===== src/rtl/alif_pkg.sv =====
// alif_pkg: shared state encoding, field widths and frame packing for the ALIF parameter sequencer.
package alif_pkg;
  typedef enum logic [2:0] {IDLE, HEADER, SHIFT, RELEASE, WAIT_READY} state_t;
  localparam int WA_W = 3;
  localparam int LR_W = 8;
  localparam int TM_W = 8;
  localparam int LC_W = 4;
  localparam int FRAME_LEN = 32;
  localparam int HEADER_LEN = 1;
  localparam int CNT_W = $clog2(FRAME_LEN);
  function automatic logic [FRAME_LEN-1:0] pack_frame(
    input logic [WA_W-1:0] wa,
    input logic [LR_W-1:0] lr,
    input logic [TM_W-1:0] tm,
    input logic [LC_W-1:0] lc
  );
    return {5'b0, wa, lr, tm, 4'b0, lc};
  endfunction
endpackage


===== src/rtl/alif_frame_shifter.sv =====
// alif_frame_shifter: parallel-load MSB-first shift register driving the registered serial bit.
// The bit counter holds the index of the bit on data; it wraps 0->31 on the header shift.
module alif_frame_shifter
  import alif_pkg::*;
(
  input  logic                 clk,
  input  logic                 reset_n,
  input  logic                 enable,
  input  logic                 load,
  input  logic [FRAME_LEN-1:0] frame,
  input  logic                 shift,
  input  logic                 clear,
  output logic                 data,
  output logic                 last
);
  logic [FRAME_LEN-1:0] sr;
  logic [CNT_W-1:0] cnt;
  always_ff @(posedge clk or negedge reset_n)
    if (!reset_n) begin
      sr <= '0;
      cnt <= '0;
      data <= 1'b0;
    end else if (enable) begin
      if (load) begin
        sr <= frame;
        cnt <= '0;
        data <= 1'b0;
      end else if (shift) begin
        data <= sr[FRAME_LEN-1];
        sr <= {sr[FRAME_LEN-2:0], 1'b0};
        cnt <= cnt - 1'b1;
      end else if (clear) begin
        data <= 1'b0;
      end
    end
  assign last = cnt == '0;
endmodule


===== src/rtl/alif_param_sequencer.sv =====
// alif_param_sequencer: valid/ready to serial framing for the ALIF parameter loader.
// Define ALIF_SEQ_VERIFY_EN to add read-back verification of the loaded parameters.
module alif_param_sequencer
  import alif_pkg::*;
#(
  parameter int GAP_CYCLES = 1,
  parameter int TIMEOUT = 8
) (
  input  logic            clk,
  input  logic            reset_n,
  input  logic            enable,
  input  logic            cfg_valid,
  output logic            cfg_ready,
  input  logic [WA_W-1:0] cfg_weight_a,
  input  logic [LR_W-1:0] cfg_leak_rate,
  input  logic [TM_W-1:0] cfg_threshold_min,
  input  logic [LC_W-1:0] cfg_leak_cycles,
  output logic            ser_load_enable,
  output logic            ser_data,
  input  logic            loader_params_ready,
  output logic            busy,
  output logic            done,
  output logic            frame_error
`ifdef ALIF_SEQ_VERIFY_EN
  ,
  input  logic [WA_W-1:0] rb_weight_a,
  input  logic [LR_W-1:0] rb_leak_rate,
  input  logic [TM_W-1:0] rb_threshold_min,
  input  logic [LC_W-1:0] rb_leak_cycles,
  output logic            verify_error
`endif
);
  localparam int CNT_MAX = GAP_CYCLES > TIMEOUT ? GAP_CYCLES : TIMEOUT;
  localparam int TW = $clog2(CNT_MAX + 1);
  state_t state, state_d;
  logic [TW-1:0] cnt, cnt_d;
  logic ready_d, sle_d, busy_d, done_d, err_d;
  logic load, shift, clear, last, mismatch;
  logic [FRAME_LEN-1:0] frame;
  assign frame = pack_frame(cfg_weight_a, cfg_leak_rate, cfg_threshold_min, cfg_leak_cycles);
  alif_frame_shifter u_shifter (
    .clk(clk),
    .reset_n(reset_n),
    .enable(enable),
    .load(load),
    .frame(frame),
    .shift(shift),
    .clear(clear),
    .data(ser_data),
    .last(last)
  );
`ifdef ALIF_SEQ_VERIFY_EN
  logic [WA_W-1:0] wa_q;
  logic [LR_W-1:0] lr_q;
  logic [TM_W-1:0] tm_q;
  logic [LC_W-1:0] lc_q;
  assign mismatch = {rb_weight_a, rb_leak_rate, rb_threshold_min, rb_leak_cycles} != {wa_q, lr_q, tm_q, lc_q};
  always_ff @(posedge clk or negedge reset_n)
    if (!reset_n) begin
      wa_q <= '0;
      lr_q <= '0;
      tm_q <= '0;
      lc_q <= '0;
      verify_error <= 1'b0;
    end else if (enable) begin
      if (load) begin
        wa_q <= cfg_weight_a;
        lr_q <= cfg_leak_rate;
        tm_q <= cfg_threshold_min;
        lc_q <= cfg_leak_cycles;
        verify_error <= 1'b0;
      end else if (state == WAIT_READY && loader_params_ready) begin
        verify_error <= mismatch;
      end
    end
`else
  assign mismatch = 1'b0;
`endif
  always_comb begin
    state_d = state;
    cnt_d = cnt;
    ready_d = cfg_ready;
    sle_d = ser_load_enable;
    busy_d = busy;
    done_d = 1'b0;
    err_d = frame_error;
    load = 1'b0;
    shift = 1'b0;
    clear = 1'b0;
    case (state)
      IDLE: if (cfg_valid) begin
        load = 1'b1;
        err_d = 1'b0;
        ready_d = 1'b0;
        busy_d = 1'b1;
        sle_d = 1'b1;
        state_d = HEADER;
      end
      HEADER: begin
        shift = 1'b1;
        state_d = SHIFT;
      end
      SHIFT: if (last) begin
        clear = 1'b1;
        sle_d = 1'b0;
        state_d = RELEASE;
      end else begin
        shift = 1'b1;
      end
      RELEASE: begin
        cnt_d = cnt == TW'(GAP_CYCLES - 1) ? '0 : cnt + 1'b1;
        state_d = cnt == TW'(GAP_CYCLES - 1) ? WAIT_READY : RELEASE;
      end
      WAIT_READY: if (loader_params_ready || cnt == TW'(TIMEOUT - 1)) begin
        done_d = 1'b1;
        err_d = !loader_params_ready || mismatch;
        busy_d = 1'b0;
        ready_d = 1'b1;
        cnt_d = '0;
        state_d = IDLE;
      end else begin
        cnt_d = cnt + 1'b1;
      end
      default: state_d = IDLE;
    endcase
  end
  always_ff @(posedge clk or negedge reset_n)
    if (!reset_n) begin
      state <= IDLE;
      cnt <= '0;
      cfg_ready <= 1'b1;
      ser_load_enable <= 1'b0;
      busy <= 1'b0;
      done <= 1'b0;
      frame_error <= 1'b0;
    end else if (enable) begin
      state <= state_d;
      cnt <= cnt_d;
      cfg_ready <= ready_d;
      ser_load_enable <= sle_d;
      busy <= busy_d;
      done <= done_d;
      frame_error <= err_d;
    end
endmodule

===== config.mk =====
export PLATFORM = sky130hd
export DESIGN_NAME = alif_param_sequencer
export DESIGN_NICKNAME = d
export VERILOG_FILES = /design/src/rtl/alif_pkg.sv /design/src/rtl/alif_frame_shifter.sv /design/src/rtl/alif_param_sequencer.sv
export SDC_FILE = /design/constraint.sdc
export NUM_CORES = 1
export LEC_CHECK = 0
export ABC_CLOCK_PERIOD_IN_PS = 3700
export CAP_MARGIN = 20
export CORE_UTILIZATION = 40
export CTS_CLUSTER_DIAMETER = 200
export DETAILED_ROUTE_END_ITERATION = 16
export SYNTH_ARGS = -nofsm -noshare
export SYNTH_HDL_FRONTEND = slang
export SYNTH_SLANG_ARGS = --single-unit

===== constraint.sdc =====
create_clock -name clk -period 3.7 [get_ports clk]
set_input_delay 0.74 -clock clk [delete_from_list [all_inputs] [get_ports clk]]
set_output_delay 0.74 -clock clk [all_outputs]
set_load 0.01 [all_outputs]

## Word-level counts from Yosys, hierarchy flattened

Index checks and enable logic that the tools add are counted.

- Latch bits: 0
- Register bits after elaboration: 50
- Input bits: 28
- Bits in writable memories: 0
- Memories kept: 0
- Memory bits (read-only): 0
- Word-level logic and storage cells: 69
- Output and inout bits: 6

- Equal/unequal tests: 8
- Bitwise gates (word level): 0
- Reductions and logical operators: 16
- Multipliers: 0
- $add $sub $neg: 2
- Muxes and demuxes: 33
- Shifts and indexed selects: 0
- Div/mod/pow operators: 0
- Order comparisons: 0

Operators by type and width:

| kind | count |
|---|---|
| $mux W32 | 2 |
| $mux W1 | 16 |
| $pmux W3 S5 | 1 |
| $mux W3 | 4 |
| $reduce_and A4 Y1 | 3 |
| $mux W5 | 2 |
| $pmux W1 S2 | 5 |
| $mux W4 | 2 |
| $pmux W4 S2 | 1 |
| $reduce_bool A2 Y1 | 4 |
| $eq A3 B2 Y1 const B | 2 |
| $ne A2 B2 Y1 const B | 3 |
| $reduce_and A2 Y1 | 3 |
| $logic_not A5 Y1 | 1 |
| $sub A5 B1 Y5 const B | 1 |
| $add A4 B1 Y4 const B | 1 |
| $eq A4 B3 Y1 const B | 1 |
| $logic_not A4 Y1 | 1 |
| $eq A3 B1 Y1 const B | 1 |
| $eq A3 B3 Y1 const B | 1 |
| $logic_not A3 Y1 | 1 |
| $reduce_bool A3 Y1 | 1 |
| $logic_not A1 Y1 | 1 |
| $logic_or A1 B1 Y1 | 1 |

## Logic depth before layout (Yosys ltp)

- Depth after elaboration: 6
- Mapped depth: 7
- Depth with buffers taken out: 6

## Hierarchy

A second synthesis with hierarchy kept.

- Cell total of the unflattened synthesis: 242
- Area, all modules: 2537.4 µm²

By module, submodules not included:

| module | cells each | instances | area each (µm²) | seq. area each (µm²) |
|---|---|---|---|---|
| alif_frame_shifter | 171 | 1 | 1820.5 | 950.9 |
| alif_param_sequencer | 71 | 1 | 716.9 | 301.5 |

## Worst setup path after synthesis

OpenSTA, ideal clock, no wires.

- Path type: register to register
- Start point: register u_shifter.cnt[0]
- End point: register u_shifter.sr[17]
- Cell stages (with the launch flop): 8
- Arrival: 1.768 ns
- Path slack: 1.804 ns
- Library setup time: 0.127 ns
- Path buffers: 1
- Period minus slack after synthesis: 1.896 ns
- Path through: dfrtp_1 > inv_1 > ha_1 > or4b_4 > o2bb2ai_2 > nand2_4 > buf_8 > mux2_1

- Word-level cells in the longest chain between the ends: 5

RTL lines:

| element | line | RTL |
|---|---|---|
| start: declaration | alif_frame_shifter.sv:17 | `logic [CNT_W-1:0] cnt;` |
| start signal: assignment | alif_frame_shifter.sv:31 | `cnt <= cnt - 1'b1;` |
| $logic_not A5 Y1 | alif_frame_shifter.sv:36 | `assign last = cnt == '0;` |
| $mux W1 | alif_param_sequencer.sv:103 | `SHIFT: if (last) begin` |
| $pmux W1 S2 | alif_param_sequencer.sv:90 | `case (state)` |
| $reduce_bool A2 Y1 (no line) | - |  |
| $reduce_and A2 Y1 (no line) | - |  |
| end signal: assignment | alif_frame_shifter.sv:25 | `sr <= frame;` |
| end signal: assignment | alif_frame_shifter.sv:30 | `sr <= {sr[FRAME_LEN-2:0], 1'b0};` |
| end: declaration | alif_frame_shifter.sv:16 | `logic [FRAME_LEN-1:0] sr;` |

Every way passes these cells.
A chain may end at the register's enable or synchronous reset.

## Worst setup path in the final report

- Start point: input port enable
- End point: register u_shifter.cnt[2]

- Word-level cells in the longest chain between the ends: 1

RTL lines:

| element | line | RTL |
|---|---|---|
| start: declaration | alif_param_sequencer.sv:11 | `input logic enable,` |
| $reduce_and A2 Y1 (no line) | - |  |

Every way passes these cells.

==> flow_summary_export.csv <==
group,metric,value,unit
route,drt-total-wl,4.59,mm
cells_and_area,num_antenna_cells,0,
global_route,grt_pass1_vias,1621,
worst_setup_path,crit_path_max_fanout,15,
cells_and_area,area.growth.synth_to_final,17.6,%
timing,hold_viol,0,
route,vias_per_cell,5.26,
placement,dp_hpwl,3.04,mm
run,drv_cap,0,
worst_setup_path,crit_path_end_kind,"register",
synth,synthDistinctLibCells,44,
synth,postSynthAreaPerCell,12.4,sq um
worst_setup_path,timing.rr.start,"u_shifter.cnt[0]$_DFFE_PN0P_",
synth,yosys_warnings,0,
timing,drv_slew,0,
global_route,grt_pass1_wl,7.98,mm
worst_setup_path,critical_path_required,3890,ps
route,ant_nets,0,
worst_setup_path,r2r-end,"u_shifter.sr[2]$_DFFE_PN0P_",
cells_and_area,final_core_util,49.5,%
clock_tree,ctsResizeCount,0,
worst_setup_path,reg2reg_setup_slack,1500,ps
clock_tree,cts_sinks,50,
timing,clock.fmax,0.430,GHz
timing,period_minus_slack,2330,ps
global_route,grt_max_degree,34,
hold_path,hold_path_class,"reg -> reg",
cells_and_area,drive_gt1_share,22.2,%
synth,synth-seq-area-share,49.6,%
worst_setup_path,critPathCapture,"u_shifter.cnt[2]$_DFFE_PN0P_",
synth,synth_edf_count,0,
floorplan,die_w,81.4,microns
floorplan,core.rowCount,28,
placement,place.gp.congestion,0.800,
clock_tree,cts-hold-fix-buffers,0,
clock_tree,clk_latency,300,ps
clock_tree,clockRootBuffer,"clkbuf_8",
timing,rsz0062_at_grt,"false",
timing,finalCritPeriodShare,62.9,%
timing,worstMarginPinSlew,739,ps
worst_setup_path,arrival,2520,ps
clock_tree,cts_buffers,5,
cells_and_area,finalNonFillerCells,309,
route,vias,1624,
worst_setup_path,crit_type,"in -> reg",
timing,setup_violations,0,
timing,clock_skew,2.90,ps
route,drc,0,
cells_and_area,fillers,528,
synth,ys_async_sr_fraction,100,%
route,drt_iter0_markers,51,
floorplan,die-area,6630,sq um
power,peakVddDrop,251,uV
worst_setup_path,worstSetupStartpointType,"input port",
route,dr.pass1.iters,4,
synth,ys.flop_type,"dfrtp_1",
clock_tree,clk_path_buf_depth,2,
clock_tree,cts_tree,"done",
power,power_density,742,nW/um^2
timing,setup_tns,0,ps
placement,dpl.cell_count,302,
clock_tree,clkTransAtPathRegs,90,ps
timing,whs,465,ps
global_route,gr-usage-all-layers,16.0,%
route,wl_per_cell,14.9,microns
synth,ys_ff_latch,50,
floorplan,die_y,81.4,microns
floorplan,core,5990,sq um
global_route,grt_remaining_overflow,0,
clock_tree,post_cts.repair.setup_buffers,0,
worst_setup_path,r2r.worst_path.cells,6,
clock_tree,htree_levels,2,
run_status,status,"finished clean",
global_route,antenna_found_initial,0,
cells_and_area,nets,265,
worst_setup_path,crit_start,"enable",
power,power_leakage,1.37,nW
placement,io_buffers,33,
timing,slew_headroom,50.7,%
synth,syn-instance-count,203,
synth,syn_area,2520,sq um
floorplan,io_pins,34,
floorplan,start_util,42.1,%
synth,syn_nets,234,
cell usage after synthesis (2+ instances only):
| master | instances | area (sq um) |
|---|---|---|
| nand2b_1 | 3 | 18.8 |
| mux2_4 | 10 | 150 |
| nand4_1 | 4 | 25.0 |
| inv_1 | 9 | 33.8 |
| o21ai_0 | 10 | 50.1 |
| nor2_1 | 7 | 26.3 |
| o21a_1 | 2 | 15.0 |
| mux2_1 | 10 | 113 |
| buf_2 | 5 | 25.0 |
| dfrtp_1 | 49 | 1230 |
| buf_6 | 3 | 33.8 |
| a22o_1 | 14 | 123 |
| nor2b_1 | 3 | 18.8 |
| nand3_1 | 4 | 20.0 |
| mux2_2 | 24 | 270 |
| ha_1 | 3 | 37.5 |
| mux2i_1 | 3 | 30.0 |
| nand2_1 | 10 | 37.5 |
| a21oi_1 | 3 | 15.0 |
| a31oi_1 | 2 | 12.5 |
| and3_1 | 2 | 12.5 |
flip-flops by register name, indices dropped and copies added (netlist names):
| signal | count |
|---|---|
| state | 3 |
| ser_load_enable | 1 |
| cnt | 4 |
| u_shifter.sr | 32 |
| done | 1 |
| u_shifter.cnt | 5 |
| u_shifter.data | 1 |
| busy | 1 |
| cfg_ready | 1 |
| frame_error | 1 |
area by class of cell:
cell class	count	area [sq um]	area share (%)
multi-input cells	132	1130	38.2
flip-flops and latches	50	1250	42.2
well taps	75	93.8	3.16
clock buffers	5	68.8	2.32
clock inverters	2	38.8	1.31
repair buffers	36	348	11.7
inverters	9	33.8	1.14
worst min path at each step:
stage / startpoint / end / slack (ps) / cells past startpoint
2_1_floorplan: reset_n / busy$_DFFE_PN0P_ / 440 / 0
3_3_place_gp: cfg_ready$_DFFE_PN1P_ / cfg_ready$_DFFE_PN1P_ / 450 / 2
3_5_place_dp: cfg_ready$_DFFE_PN1P_ / cfg_ready$_DFFE_PN1P_ / 460 / 2
4_1_cts: cfg_ready$_DFFE_PN1P_ / cfg_ready$_DFFE_PN1P_ / 470 / 2
5_1_grt: cfg_ready$_DFFE_PN1P_ / cfg_ready$_DFFE_PN1P_ / 510 / 2
6_report: cfg_ready$_DFFE_PN1P_ / cfg_ready$_DFFE_PN1P_ / 460 / 2
metrics by stage:
| step | instance area [sq um] | power (mW) | worst slack [ps] |
|---|---|---|---|
| floorplan | 2520 | 1.69 | 1800 |
| global placement | 2860 | 1.83 | 1050 |
| detailed placement | 2860 | 1.84 | 1090 |
| CTS | 2970 | 2.23 | 1410 |
| global route | 2970 | 2.39 | 1260 |
| finish | 2970 | 2.20 | 1370 |
placed cells by master (no fill, tap or decap), types with 2 or more instances in the layout:
cell and instances:
ha_1 3, nand2_1 10, a31oi_1 2, mux2_2 24
nor2b_1 3, and3_1 2, inv_1 9, nand4_1 4
o21ai_0 10, mux2_4 10, nand2b_1 3, clkdlybuf4s50_1 32
a22o_1 14, nor2_1 7, nand3_1 4, mux2i_1 3
o21a_1 2, buf_4 3, a21oi_1 3, mux2_1 10
dfrtp_1 49, clkbuf_8 5
routing by layer:
layer	part of all wire (%)	vias to the layer above	global-route usage, %
met2	42	21	23.3
li1	-	793	-
met5	0	-	0
met4	1.2	0	4.82
met1	52	804	23.2
met3	4.4	6	4.11
logic make-up after synthesis:
family                     count (synthesis)  synth area share (%)
DFF                                       50                  49.6
and+or+nand+nor                           42                  9.37
buffers and inverters                     21                  5.50
AOI/OAI and AO/OA                         40                  11.7
muxes                                     47                  22.3
adders and majority gates                  3                  1.49
power breakdown:
group	leakage, nW	switching [mW]	internal, mW	total [mW]
Clock	0.0542	0.179	0.199	0.378
Sequential	0.637	0.166	0.774	0.940
Combinational	0.676	0.375	0.509	0.884
worst max-delay path, cell delays in order:
cell	delay, ps
clkdlybuf4s50_1	650
nor4bb_1	510
a31o_2	380
nand2_1	110
mux2i_1	130
No activity file was read; power rests on OpenSTA's default activity.
